## config.mk

```make
export PLATFORM = sky130hd
export DESIGN_NAME = ps2_key_event_ctrl
export DESIGN_NICKNAME = d
export VERILOG_FILES = /design/src/rtl/ps2_pkg.sv /design/src/rtl/ps2_event_fifo.sv /design/src/rtl/ps2_key_event_ctrl.sv
export SDC_FILE = /design/constraint.sdc
export NUM_CORES = 1
export LEC_CHECK = 0
export CORE_ASPECT_RATIO = 1.1
export CORE_UTILIZATION = 60
export DETAILED_ROUTE_END_ITERATION = 6
export GPL_TIMING_DRIVEN = 1
export PLACE_DENSITY_LB_ADDON = 0.2
export SLEW_MARGIN = 40
export SYNTH_ARGS = -nofsm -noshare
export SYNTH_HDL_FRONTEND = slang
export SYNTH_SLANG_ARGS = --single-unit
```

## constraint.sdc

```tcl
create_clock -name clk -period 5.87 [get_ports clk]
set_clock_uncertainty 0.15 [all_clocks]
set_input_delay 1.174 -clock clk [delete_from_list [all_inputs] [get_ports clk]]
set_output_delay 1.174 -clock clk [all_outputs]
set_load 0.1 [all_outputs]
```

## src/rtl/ps2_pkg.sv

```systemverilog
// Shared types and scan-code constants for the PS/2 key event path.
package ps2_pkg;

  typedef enum logic [1:0] {
    ST_IDLE,
    ST_EXT,
    ST_BRK,
    ST_EXT_BRK
  } ps2_state_t;

  localparam logic [7:0] PS2_EXT    = 8'hE0;
  localparam logic [7:0] PS2_BRK    = 8'hF0;
  localparam logic [7:0] PS2_LSHIFT = 8'h12;
  localparam logic [7:0] PS2_RSHIFT = 8'h59;
  localparam logic [7:0] PS2_CAPS   = 8'h58;
  localparam logic [7:0] PS2_BAT    = 8'hAA;
  localparam logic [7:0] PS2_ERR0   = 8'h00;
  localparam logic [7:0] PS2_ERR1   = 8'hFF;

  typedef struct packed {
    logic [7:0] code;
    logic       ext;
    logic       brk;
    logic       rep;
  } ps2_event_t;

  // Keyboard status bytes that carry no key information when seen outside a prefix.
  function automatic logic is_noise(input logic [7:0] b);
    return (b == PS2_ERR0) || (b == PS2_ERR1) || (b == PS2_BAT);
  endfunction

endpackage

```

## src/rtl/ps2_event_fifo.sv

```systemverilog
// Synchronous FIFO holding decoded key events; simultaneous push/pop allowed when full.
module ps2_event_fifo #(
  parameter int unsigned DEPTH = 4,
  parameter int unsigned WIDTH = 11
) (
  input  logic             clk,
  input  logic             resetn,
  input  logic             push,
  input  logic [WIDTH-1:0] wr_data,
  input  logic             pop,
  output logic [WIDTH-1:0] rd_data,
  output logic             full,
  output logic             empty
);

  localparam int unsigned AW = $clog2(DEPTH);

  logic [WIDTH-1:0] mem [DEPTH];
  logic [AW:0]      wr_ptr;
  logic [AW:0]      rd_ptr;
  logic             do_push;
  logic             do_pop;

  assign empty   = (wr_ptr == rd_ptr);
  assign full    = (wr_ptr[AW] != rd_ptr[AW]) && (wr_ptr[AW-1:0] == rd_ptr[AW-1:0]);
  assign do_pop  = pop && !empty;
  assign do_push = push && (!full || do_pop);
  assign rd_data = mem[rd_ptr[AW-1:0]];

  always_ff @(posedge clk) begin
    if (!resetn) begin
      wr_ptr <= '0;
      rd_ptr <= '0;
    end else begin
      if (do_push) wr_ptr <= wr_ptr + 1'b1;
      if (do_pop)  rd_ptr <= rd_ptr + 1'b1;
    end
  end

  always_ff @(posedge clk) begin
    if (do_push) mem[wr_ptr[AW-1:0]] <= wr_data;
  end

endmodule

```

## src/rtl/ps2_key_event_ctrl.sv

```systemverilog
// Turns PS/2 scan-code bytes into buffered key events with repeat, shift and caps tracking.
module ps2_key_event_ctrl
  import ps2_pkg::*;
#(
  parameter int unsigned FIFO_DEPTH  = 4,
  parameter int unsigned TIMEOUT_CYC = 1000000,
  parameter int unsigned CNT_W       = 8
) (
  input  logic             clk,
  input  logic             resetn,
  input  logic             rx_valid,
  input  logic [7:0]       rx_data,
  input  logic             rx_err,
  output logic             ev_valid,
  input  logic             ev_ready,
  output logic [7:0]       ev_code,
  output logic             ev_ext,
  output logic             ev_break,
  output logic             ev_repeat,
  output logic [8:0]       ascii_addr,
  output logic             shift,
  output logic             caps,
  output logic [CNT_W-1:0] press_cnt,
  output logic             ovf
);

  localparam int unsigned     TO_W    = $clog2(TIMEOUT_CYC + 1);
  localparam logic [TO_W-1:0] TO_LAST = TO_W'(TIMEOUT_CYC - 1);

  ps2_state_t       state_q, state_d;
  logic [TO_W-1:0]  to_cnt;
  logic             rx_acc;
  logic             fire, fire_ext, fire_brk, rep_c;
  ps2_event_t       ev_new, push_ev_q, head, head_vis;
  logic             push_q;
  logic [8:0]       held_key;
  logic             held_valid;
  logic             lshift, rshift, caps_q, ovf_q;
  logic [CNT_W-1:0] press_q;
  logic             fifo_full, fifo_empty, pop;

  assign rx_acc = rx_valid && !rx_err;

  always_comb begin
    state_d  = state_q;
    fire     = 1'b0;
    fire_ext = 1'b0;
    fire_brk = 1'b0;
    if (rx_valid && rx_err) begin
      state_d = ST_IDLE;
    end else if (rx_acc) begin
      if (rx_data == PS2_EXT) begin
        state_d = ST_EXT;
      end else if (rx_data == PS2_BRK) begin
        state_d = (state_q == ST_EXT || state_q == ST_EXT_BRK) ? ST_EXT_BRK : ST_BRK;
      end else if (state_q == ST_IDLE && is_noise(rx_data)) begin
        state_d = ST_IDLE;
      end else begin
        state_d  = ST_IDLE;
        fire     = 1'b1;
        fire_ext = (state_q == ST_EXT) || (state_q == ST_EXT_BRK);
        fire_brk = (state_q == ST_BRK) || (state_q == ST_EXT_BRK);
      end
    end else if (state_q != ST_IDLE && to_cnt == TO_LAST) begin
      state_d = ST_IDLE;
    end
  end

  always_comb begin
    rep_c       = !fire_brk && held_valid && (held_key == {fire_ext, rx_data});
    ev_new      = '0;
    ev_new.code = rx_data;
    ev_new.ext  = fire_ext;
    ev_new.brk  = fire_brk;
    ev_new.rep  = rep_c;
  end

  always_ff @(posedge clk) begin
    if (!resetn) begin
      state_q <= ST_IDLE;
      to_cnt  <= '0;
    end else begin
      state_q <= state_d;
      if (rx_acc || state_d == ST_IDLE) to_cnt <= '0;
      else                              to_cnt <= to_cnt + 1'b1;
    end
  end

  // Key-state updates follow the decoded byte directly, independent of FIFO space.
  always_ff @(posedge clk) begin
    if (!resetn) begin
      held_key   <= '0;
      held_valid <= 1'b0;
      press_q    <= '0;
      lshift     <= 1'b0;
      rshift     <= 1'b0;
      caps_q     <= 1'b0;
    end else if (fire) begin
      if (!fire_brk) begin
        if (!rep_c) begin
          held_key   <= {fire_ext, rx_data};
          held_valid <= 1'b1;
          press_q    <= press_q + 1'b1;
        end
      end else if (held_valid && held_key == {fire_ext, rx_data}) begin
        held_valid <= 1'b0;
      end
      if (!fire_ext) begin
        case (rx_data)
          PS2_LSHIFT: lshift <= !fire_brk;
          PS2_RSHIFT: rshift <= !fire_brk;
          PS2_CAPS:   if (!fire_brk && !rep_c) caps_q <= !caps_q;
          default: ;
        endcase
      end
    end
  end

  always_ff @(posedge clk) begin
    if (!resetn) begin
      push_q    <= 1'b0;
      push_ev_q <= '0;
      ovf_q     <= 1'b0;
    end else begin
      push_q    <= fire;
      push_ev_q <= ev_new;
      if (push_q && fifo_full && !pop) ovf_q <= 1'b1;
    end
  end

  assign pop = ev_ready && !fifo_empty;

  ps2_event_fifo #(
    .DEPTH (FIFO_DEPTH),
    .WIDTH ($bits(ps2_event_t))
  ) u_fifo (
    .clk     (clk),
    .resetn  (resetn),
    .push    (push_q),
    .wr_data (push_ev_q),
    .pop     (pop),
    .rd_data (head),
    .full    (fifo_full),
    .empty   (fifo_empty)
  );

  // Storage is unreset, so the head is masked while empty to keep outputs at zero.
  assign head_vis   = fifo_empty ? '0 : head;
  assign ev_valid   = !fifo_empty;
  assign ev_code    = head_vis.code;
  assign ev_ext     = head_vis.ext;
  assign ev_break   = head_vis.brk;
  assign ev_repeat  = head_vis.rep;
  assign ascii_addr = {head_vis.ext, head_vis.code};
  assign shift      = lshift | rshift;
  assign caps       = caps_q;
  assign press_cnt  = press_q;
  assign ovf        = ovf_q;

endmodule

```

==> results of run 1 <==
[flip-flops by register name, summed over array words and instances, names as in the netlist, named ones only]
register,count
u_fifo.mem,44
to_cnt,20
push_ev_q,11
held_key,9
press_cnt,8
u_fifo.rd_ptr,3
u_fifo.wr_ptr,3
state_q,2
caps,1
held_valid,1
lshift,1
ovf,1
push_q,1
rshift,1
[through the flow]
stage / cells / worst slack, ps
after floorplan: 395 / 1470
after global placement: 520 / 1650
after detailed placement: 520 / 1590
after CTS: 536 / 2010
after global routing: 538 / 1900
final: 538 / 2030
[metal layers]
metal	track usage, %	vias to the layer above	part of all wire, %
met5	0	-	0
met4	7.50	0	1.4
met3	3.78	8	2.5
met2	36.5	55	50
met1	27.1	1375	46
li1	-	1444	-
[layout make-up]
| class | instances | area [sq um] | area share (%) |
|---|---|---|---|
| multi-input combinational | 250 | 1820 | 35.8 |
| clock inverter | 5 | 43.8 | 0.861 |
| inverter | 12 | 45.0 | 0.886 |
| tap | 105 | 131 | 2.58 |
| timing repair buffer | 47 | 303 | 5.95 |
| sequential | 108 | 2600 | 51.2 |
| clock buffer | 11 | 141 | 2.78 |
[worst max-delay path: stages]
cell,delay [ps]
clkdlybuf4s50_1,660
or4_4,240
o21ai_0,120
nor4_1,690
o31ai_4,230
buf_4,260
or3_2,450
a21oi_1,150
[cell families after synthesis]
logic type | Yosys count | synth area share, %
simple gates | 157 | 18.0
flops | 108 | 56.1
buf+inv | 37 | 4.93
xor+xnor | 35 | 6.77
compound gates | 34 | 5.64
mux | 17 | 6.63
fa+ha+maj | 7 | 1.89
[cells in the mapped netlist, types with 2 or more instances]
cell type	instances	area share [%]
a21oi_2	8	1.5
edfxtp_1	44	28
o21ai_0	7	0.76
a211oi_1	2	0.32
dfxtp_1	64	28
nor4_1	7	0.94
xnor2_1	14	2.6
xor2_1	20	3.8
inv_1	12	0.97
or2_2	2	0.27
mux2i_1	6	1.3
nor4b_1	4	0.76
buf_6	4	0.97
or3_2	4	0.65
a21oi_1	8	0.86
buf_4	10	1.6
clkbuf_1	7	0.57
and2_1	7	0.94
nand3_1	12	1.3
nor3_1	5	0.54
and3_1	6	0.81
o31a_2	2	0.43
ha_1	7	1.9
and4_1	3	0.57
nand2_1	21	1.7
nand2b_1	5	0.67
nand4_1	9	1.2
mux4_2	11	5.3
nor2b_1	11	1.5
nand2_2	9	1.2
nor2_1	44	3.6
[worst paths after layout]
kind	startpoint	cells after the start	endpoint	slack, ps
max reg2reg	state_q[0]$_SDFF_PN0_	7	press_cnt[6]$_SDFFE_PN0P_	3180
min reg2reg	to_cnt[0]$_SDFF_PP0_	1	to_cnt[0]$_SDFF_PP0_	320
max	rx_data[0]	8	press_cnt[6]$_SDFFE_PN0P_	2030
min	to_cnt[0]$_SDFF_PP0_	1	to_cnt[0]$_SDFF_PP0_	320
[power by group]
part           internal, uW  total, uW  switching (uW)
clock network           173        428             256
registers               791        808            16.4
logic                  56.2        250             194
total                  1020       1490             466
==> qor.csv, run 1 <==
stage;metric;value;unit
clock_tree;clk_lat worst skew;370;ps
logic_synthesis;Syn Nets;415;
grt;via count of the first global-routing pass;2790;
final_layout;Ant. Diodes;0;
timing;fin. max-slew vios;0;
floorplanning;Die Height;94.2;microns
route;Avg Vias per Cell;5.36;
logic_synthesis;synth warn;0;
power_and_ir_drop;Pwr Density;292;nW/um^2
floorplanning;core area;7470;sq um
timing;worst hold slack;320;ps
logic_synthesis;sequential fraction of the synthesis area;56.1;%
logic_synthesis;main flop type after synthesis;dfxtp_1;
grt;initial antenna violation count;0;
route;DR vias;2882;
timing;RSZ-0062 raised after global routing;false;
final_layout;share of layout cells above drive strength 1;22.6;%
clock_tree;Clock transition at path regs;100;ps
final_layout;nets@finish;448;
route;# DRC;0;
final_layout;most frequent cells in the layout;dfxtp_1 (64), edfxtp_1 (44), nor2_1 (40);
timing;Relative slew margins;45.9;%
floorplanning;Die X;85.8;microns
final_layout;fin util;68.0;%
timing;minimum clock period;3840;ps
final_layout;P&R area growth vs syn;9.60;%
worst_setup_path;worst-path maximum fanout;14;
floorplanning;std cell rows;33;
placed_design;post-DP HPWL;5340;microns
placed_design;dpl cell area;4880;sq um
floorplanning;Initial Util;62.1;%
final_layout;final instance area;5080;sq um
clock_tree;Sink Count;108;
clock_tree;hold buffers post-CTS;0;
grt;Tot GR Track Use;21.3;%
worst_setup_path;Crit path required time;6010;ps
logic_synthesis;syn_area_per_cell;11.7;sq um
clock_tree;CTS buffer count;9;
clock_tree;# resized after CTS;0;
clock_tree;Setup Buffers After CTS;0;
logic_synthesis;synth unique cells;51;
worst_setup_path;Setup crit end kind;register;
route;DR pass1 iterations;7;
timing;period utilization;65.4;%
final_layout;most common cell after layout, fill and taps aside;dfxtp_1;
placed_design;GP Congestion;0.804;
placed_design;IO buf count;44;
clock_tree;CTS tree;built;
logic_synthesis;number of synthesized register bits;108;
status;status;complete, no violations;
grt;GR Overflow Total;0;
logic_synthesis;Mapped Area;4640;sq um
logic_synthesis;number of enable flip-flop cells after synthesis;44;
min_path;Min-Delay Path Class;reg -> reg;
route;ANT nets after route;0;
worst_setup_path;crit start category;input port;
clock_tree;clk buf depth;2;
floorplanning;io pins;45;
logic_synthesis;asr flop ratio synth;0;%
worst_setup_path;crit path kind;in -> reg;
worst_setup_path;worst endpoint data arrival time;3980;ps
floorplanning;die area;8090;sq um
grt;first-pass GRT wire length;13200;microns
route;final wirelength;7830;microns
timing;Tightest Pin Transition;805;ps
flow_run;max-cap violations;0;
logic_synthesis;post-synthesis cell count;395;
power_and_ir_drop;Tot Pwr;1490;uW
timing;Max Freq;261;MHz
power_and_ir_drop;maximum vdd drop;0.141;mV
power_and_ir_drop;LEAKAGE;0.00184;uW
timing;Fin Setup TNS;0;ps
final_layout;final-layout fill cell count;568;
timing;final count of hold timing violations;0;
grt;largest net degree at the start of global routing;33;
clock_tree;clock root cell;clkbuf_8;
route;post-DR wirelength/cell;14.6;microns
clock_tree;H-tree depth;3;
timing;# setup viols final;0;
route;Iteration-0 DRC Markers;185;
Power figures use the tool's default switching activity.
==> run 2, diff against run 1 <==
Settings changed: CORE_UTILIZATION 60 to 57.
Clock period 5.87 ns to 4 ns, I/O delays scaled along.
==> qor.csv, run 2 (synthesis results as in run 1) <==
stage;metric;value;unit;change
status;status;complete, no violations;;unchanged
clock_tree;hold buffers post-CTS;0;;unchanged
grt;via count of the first global-routing pass;2851;;was 2790
grt;initial antenna violation count;0;;unchanged
clock_tree;CTS buffer count;9;;unchanged
timing;Fin Setup TNS;0;ps;unchanged
final_layout;Largest register FFs;44;;unchanged
min_path;Min-Delay Path Class;reg -> reg;;unchanged
timing;fin. max-slew vios;0;;unchanged
power_and_ir_drop;LEAKAGE;0.00189;uW;was 0.00184 uW
floorplanning;core area;7910;sq um;was 7470 sq um
floorplanning;Initial Util;58.6;%;was 62.1%
min_path;worst hold path startpoint;press_cnt[7]$_SDFFE_PN0P_;;was to_cnt[0]$_SDFF_PP0_
clock_tree;CTS tree;built;;unchanged
final_layout;P&R area growth vs syn;12.2;%;was 9.60%
floorplanning;die area;8500;sq um;was 8090 sq um
final_layout;nets@finish;453;;was 448
placed_design;post-DP HPWL;5540;microns;was 5340 microns
final_layout;share of layout cells above drive strength 1;24.4;%;was 22.6%
grt;GR Overflow Total;0;;unchanged
grt;GRT met2 Usage;34.9;%;was 36.5%
timing;final count of hold timing violations;0;;unchanged
clock_tree;H-tree depth;3;;unchanged
grt;Top Usage Layer GRT;met2;;unchanged
floorplanning;Die X;88.0;microns;was 85.8 microns
clock_tree;Setup Buffers After CTS;0;;unchanged
min_path;hold depth;2;;was 1
worst_setup_path;Setup crit end kind;register;;unchanged
floorplanning;io pins;45;;unchanged
flow_run;max-cap violations;0;;unchanged
grt;largest net degree at the start of global routing;33;;unchanged
timing;Max Freq;303;MHz;
power_and_ir_drop;Pwr Density;429;nW/um^2;was 292 nW/um^2
clock_tree;Clock transition at path regs;100;ps;about the same
worst_setup_path;worst endpoint data arrival time;3430;ps;was 3980 ps
route;Avg Vias per Cell;5.34;;was 5.36
timing;# setup viols final;0;;unchanged
placed_design;IO buf count;44;;unchanged
route;DR pass1 iterations;4;;was 7
final_layout;final instance area;5210;sq um;was 5080 sq um
min_path;Worst Hold End;press_cnt[7]$_SDFFE_PN0P_;;was to_cnt[0]$_SDFF_PP0_
grt;met3 GRT Util;4.44;%;was 3.78%
final_layout;Ant. Diodes;0;;unchanged
clock_tree;Sink Count;108;;unchanged
clock_tree;clk buf depth;2;;unchanged
placed_design;dpl cell area;5010;sq um;was 4880 sq um
grt;met1 Use GR;27.3;%;was 27.1%
route;ANT nets after route;0;;unchanged
timing;RSZ-0062 raised after global routing;false;;unchanged
clock_tree;clock root cell;clkbuf_8;;unchanged
worst_setup_path;crit path kind;in -> reg;;unchanged
worst_setup_path;reg2reg start;state_q[0]$_SDFF_PN0_;;unchanged
final_layout;most common cell after layout, fill and taps aside;dfxtp_1;;unchanged
timing;period utilization;82.6;%;
placed_design;GP Congestion;0.775;;was 0.804
worst_setup_path;R2R depth;6;;was 7
timing;Tightest Pin Transition;770;ps;was 805 ps
route;final wirelength;7920;microns;was 7830 microns
worst_setup_path;Crit path required time;4130;ps;was 6010 ps
route;Iteration-0 DRC Markers;122;;was 185
grt;first-pass GRT wire length;13600;microns;was 13200 microns
grt;Tot GR Track Use;20.8;%;was 21.3%
route;# DRC;0;;unchanged
timing;Relative slew margins;48.2;%;was 45.9%
worst_setup_path;reg2reg setup slack;1450;ps;was 3180 ps
power_and_ir_drop;maximum vdd drop;0.181;mV;was 0.141 mV
floorplanning;std cell rows;34;;was 33
timing;minimum clock period;3300;ps;
final_layout;final-layout fill cell count;636;;was 568
route;post-DR wirelength/cell;14.5;microns;was 14.6 microns
clock_tree;clk_lat worst skew;350;ps;was 370 ps
clock_tree;# resized after CTS;0;;unchanged
floorplanning;Die Height;96.6;microns;was 94.2 microns
final_layout;most frequent cells in the layout;dfxtp_1 (64), nor2_1 (44), edfxtp_1 (44);;was dfxtp_1 (64), edfxtp_1 (44), nor2_1 (40)
worst_setup_path;Reg-to-Reg End;press_cnt[6]$_SDFFE_PN0P_;;unchanged
route;DR vias;2915;;was 2882
worst_setup_path;worst-path maximum fanout;13;;was 14
worst_setup_path;crit start category;input port;;unchanged
[run 2: cell types whose count changed in the layout (fill, tap and decap cells not counted), moves of 2 or more]
cell,delta
buf_4,+26
buf_2,-21
nor2b_1,-8
nor2b_2,+8
nor2_1,+4
nor2_2,-4
clkinv_4,+2
clkinvlp_4,-2
[run 2: final cells by class]
type                            count  area, sq um  area share [%]
Sequential cell                   108         2600            50.0
Multi-Input combinational cell    250         1830            35.2
Timing Repair Buffer               52          393            7.54
Tap cell                          108          135            2.59
Clock buffer                       10          128            2.45
Clock inverter                      6         71.3            1.37
Inverter                           12         45.0           0.865
[run 2: worst max-delay path, stage by stage]
cell	delay, ps
clkdlybuf4s50_1	560
or4_4	590
o211ai_1	400
nand2_2	160
o31ai_4	460
buf_4	270
nand2_2	70
a21oi_2	120
[run 2: how the worst max path moves through the flow]
stage / from / endpoint / slack (ps) / cells after the start
global placement: rx_data[1] / held_key[3]$_SDFFE_PN0P_ / 460 / 8
detailed placement: rx_data[2] / held_key[6]$_SDFFE_PN0P_ / 360 / 8
finish: rx_data[2] / held_key[6]$_SDFFE_PN0P_ / 700 / 8
global route: rx_data[1] / held_key[3]$_SDFFE_PN0P_ / 520 / 8
floorplan: register / ev_break / 510 / 3
CTS: rx_data[2] / held_key[6]$_SDFFE_PN0P_ / 740 / 8
[run 2: power by group]
group / internal [uW] / switching [uW] / leakage, uW
registers: 1160 / 23.8 / 0.000920
clock network: 297 / 362 / 0.000100
logic: 103 / 290 / 0.000870
[run 2: per-layer routing]
metal / part of all wire, % / vias to the layer above / wire [microns]
met3: 3.6 / 4 / 283
met4: 0.73 / 0 / 58
met5: 0 / - / 0
met1: 45 / 1395 / 3540
li1: - / 1456 / -
met2: 51 / 60 / 4040
[run 2: through the flow]
stage	util (%)	setup slack, ps	total power, uW	hold WS (ps)	instances
detailed placement	63.3	365	1610	310	530
global placement	64.0	464	1600	296	530
floorplan	-	506	1540	280	395
CTS	65.8	735	2260	331	546
global route	65.8	517	2320	351	546
finish	65.8	698	2240	328	546
==> run 3, diff against run 2 <==
Clock period 4 ns to 3.3 ns, I/O delays scaled along.
==> qor.csv, run 3 (synthesis results as in run 1) <==
stage;metric;value;unit;change
status;status;complete, no violations;;unchanged
final_layout;most frequent cells in the layout;dfxtp_1 (64), buf_4 (48), edfxtp_1 (44);;was dfxtp_1 (64), nor2_1 (44), edfxtp_1 (44)
min_path;hold depth;1;;was 2
floorplanning;Initial Util;58.6;%;unchanged
final_layout;most common cell after layout, fill and taps aside;dfxtp_1;;unchanged
min_path;Worst Hold End;to_cnt[0]$_SDFF_PP0_;;was press_cnt[7]$_SDFFE_PN0P_
worst_setup_path;Reg-to-Reg End;press_cnt[4]$_SDFFE_PN0P_;;was press_cnt[6]$_SDFFE_PN0P_
grt;via count of the first global-routing pass;2873;;was 2851
placed_design;dpl cell area;5110;sq um;was 5010 sq um
worst_setup_path;Setup crit end kind;output pin;;was register
route;final wirelength;7740;microns;was 7920 microns
placed_design;post-DP HPWL;5540;microns;about the same
grt;first-pass GRT wire length;13300;microns;was 13600 microns
power_and_ir_drop;Tot Pwr;2690;uW;was 2240 uW
clock_tree;hold buffers post-CTS;0;;unchanged
clock_tree;clock root cell;clkbuf_8;;unchanged
clock_tree;CTS tree;built;;unchanged
grt;largest net degree at the start of global routing;21;;was 33
power_and_ir_drop;maximum vdd drop;0.252;mV;was 0.181 mV
final_layout;Non-Filler Instances;555;;was 546
final_layout;P&R area growth vs syn;14.6;%;was 12.2%
timing;period utilization;88.1;%;
route;# DRC;0;;unchanged
grt;GR Overflow Total;0;;unchanged
clock_tree;H-tree depth;3;;unchanged
placed_design;GP Congestion;0.858;;was 0.775
timing;Max Freq;344;MHz;
worst_setup_path;worst-path maximum fanout;6;;was 13
timing;# setup viols final;0;;unchanged
worst_setup_path;reg2reg start;state_q[0]$_SDFF_PN0_;;unchanged
timing;fin. max-slew vios;0;;unchanged
worst_setup_path;reg2reg setup slack;860;ps;was 1450 ps
route;post-DR wirelength/cell;13.9;microns;was 14.5 microns
placed_design;pre-CTS WS;65.9;ps;was 365 ps
route;DR pass1 iterations;4;;unchanged
grt;initial antenna violation count;0;;unchanged
timing;final count of hold timing violations;0;;unchanged
final_layout;register area;2600;sq um;unchanged
worst_setup_path;worst endpoint data arrival time;2100;ps;was 3430 ps
floorplanning;Die Height;96.6;microns;unchanged
timing;Relative slew margins;48.4;%;was 48.2%
min_path;Min-Delay Path Class;reg -> reg;;unchanged
power_and_ir_drop;Pwr Density;505;nW/um^2;was 429 nW/um^2
power_and_ir_drop;LEAKAGE;0.00193;uW;was 0.00189 uW
worst_setup_path;R2R depth;6;;unchanged
clock_tree;clk buf depth;2;;unchanged
placed_design;Post-Place Cells;538;;was 530
floorplanning;io pins;45;;unchanged
route;ANT nets after route;0;;unchanged
route;Iteration-0 DRC Markers;126;;was 122
clock_tree;CTS buffer count;9;;unchanged
flow_run;max-cap violations;0;;unchanged
clock_tree;clk_lat worst skew;360;ps;was 350 ps
floorplanning;std cell rows;34;;unchanged
worst_setup_path;crit path kind;reg -> out;;was in -> reg
floorplanning;die area;8500;sq um;unchanged
final_layout;Largest register FFs;44;;unchanged
clock_tree;Clock transition at path regs;100;ps;about the same
final_layout;final-layout fill cell count;621;;was 636
timing;RSZ-0062 raised after global routing;false;;unchanged
worst_setup_path;Crit path required time;2490;ps;was 4130 ps
floorplanning;Die X;88.0;microns;unchanged
final_layout;nets@finish;462;;was 453
final_layout;Ant. Diodes;0;;unchanged
grt;Tot GR Track Use;20.0;%;was 20.8%
route;DR vias;2912;;was 2915
timing;minimum clock period;2910;ps;
min_path;worst hold path startpoint;to_cnt[0]$_SDFF_PP0_;;was press_cnt[7]$_SDFFE_PN0P_
placed_design;IO buf count;44;;unchanged
floorplanning;core area;7910;sq um;unchanged
timing;worst setup margin;393;ps;was 698 ps
final_layout;final instance area;5320;sq um;was 5210 sq um
timing;Tightest Pin Transition;767;ps;was 770 ps
final_layout;Multi-input gate area;1850;sq um;was 1830 sq um
clock_tree;Setup Buffers After CTS;0;;unchanged
clock_tree;Sink Count;108;;unchanged
timing;Fin Setup TNS;0;ps;unchanged
route;Avg Vias per Cell;5.25;;was 5.34
clock_tree;# resized after CTS;0;;unchanged
final_layout;share of layout cells above drive strength 1;27.5;%;was 24.4%
worst_setup_path;crit start category;register;;was input port
-- run 3: cell types whose count changed in the layout (fill, tap and decap cells not counted), sizes merged --
cell	previous run	this run
buf	40	49
bufinv	1	0
clkinv	3	2
clkinvlp	0	2
-- run 3: stage by stage --
step	utilization, %	hold slack (ps)
after floorplan	-	280
after CTS	67.1	327
after global routing	67.2	335
final	67.2	321
after global placement	64.5	294
after detailed placement	64.6	302
-- run 3: layout make-up --
class	instances	share of cell area, %
Clock buffer	10	2.80
Inverter	12	0.847
Clock inverter	6	0.824
Sequential cell	108	48.9
Timing Repair Buffer	61	9.25
Tap cell	108	2.54
Multi-Input combinational cell	250	34.8
-- run 3: routing by layer --
metal | global-route usage (%) | routed length, microns | share of wire [%]
met1 | 28.7 | 3770 | 49
met2 | 31.2 | 3690 | 48
met3 | 4.18 | 217 | 2.8
met4 | 4.96 | 65 | 0.84
met5 | 0 | 0 | 0
-- run 3: worst max-delay path by stage --
stage,from,to,slack [ps]
floorplan,register,ascii_addr[8],20
global placement,rx_valid,press_cnt[5]$_SDFFE_PN0P_,120
detailed placement,rx_valid,press_cnt[4]$_SDFFE_PN0P_,70
CTS,register,ev_code[2],340
global route,rx_data[6],held_key[0]$_SDFFE_PN0P_,250
finish,register,ev_code[2],390
-- run 3: where the power goes --
group          internal (uW)  switching [uW]  total (uW)
clock network            325             433         758
registers               1410            24.2        1430
logic                    136             361         497
-- run 3: critical path, stage by stage, from the launching register on --
cell,delay [ps]
dfxtp_1,570
buf_4,260
mux4_2,500
nor2b_2,170
buf_4,230
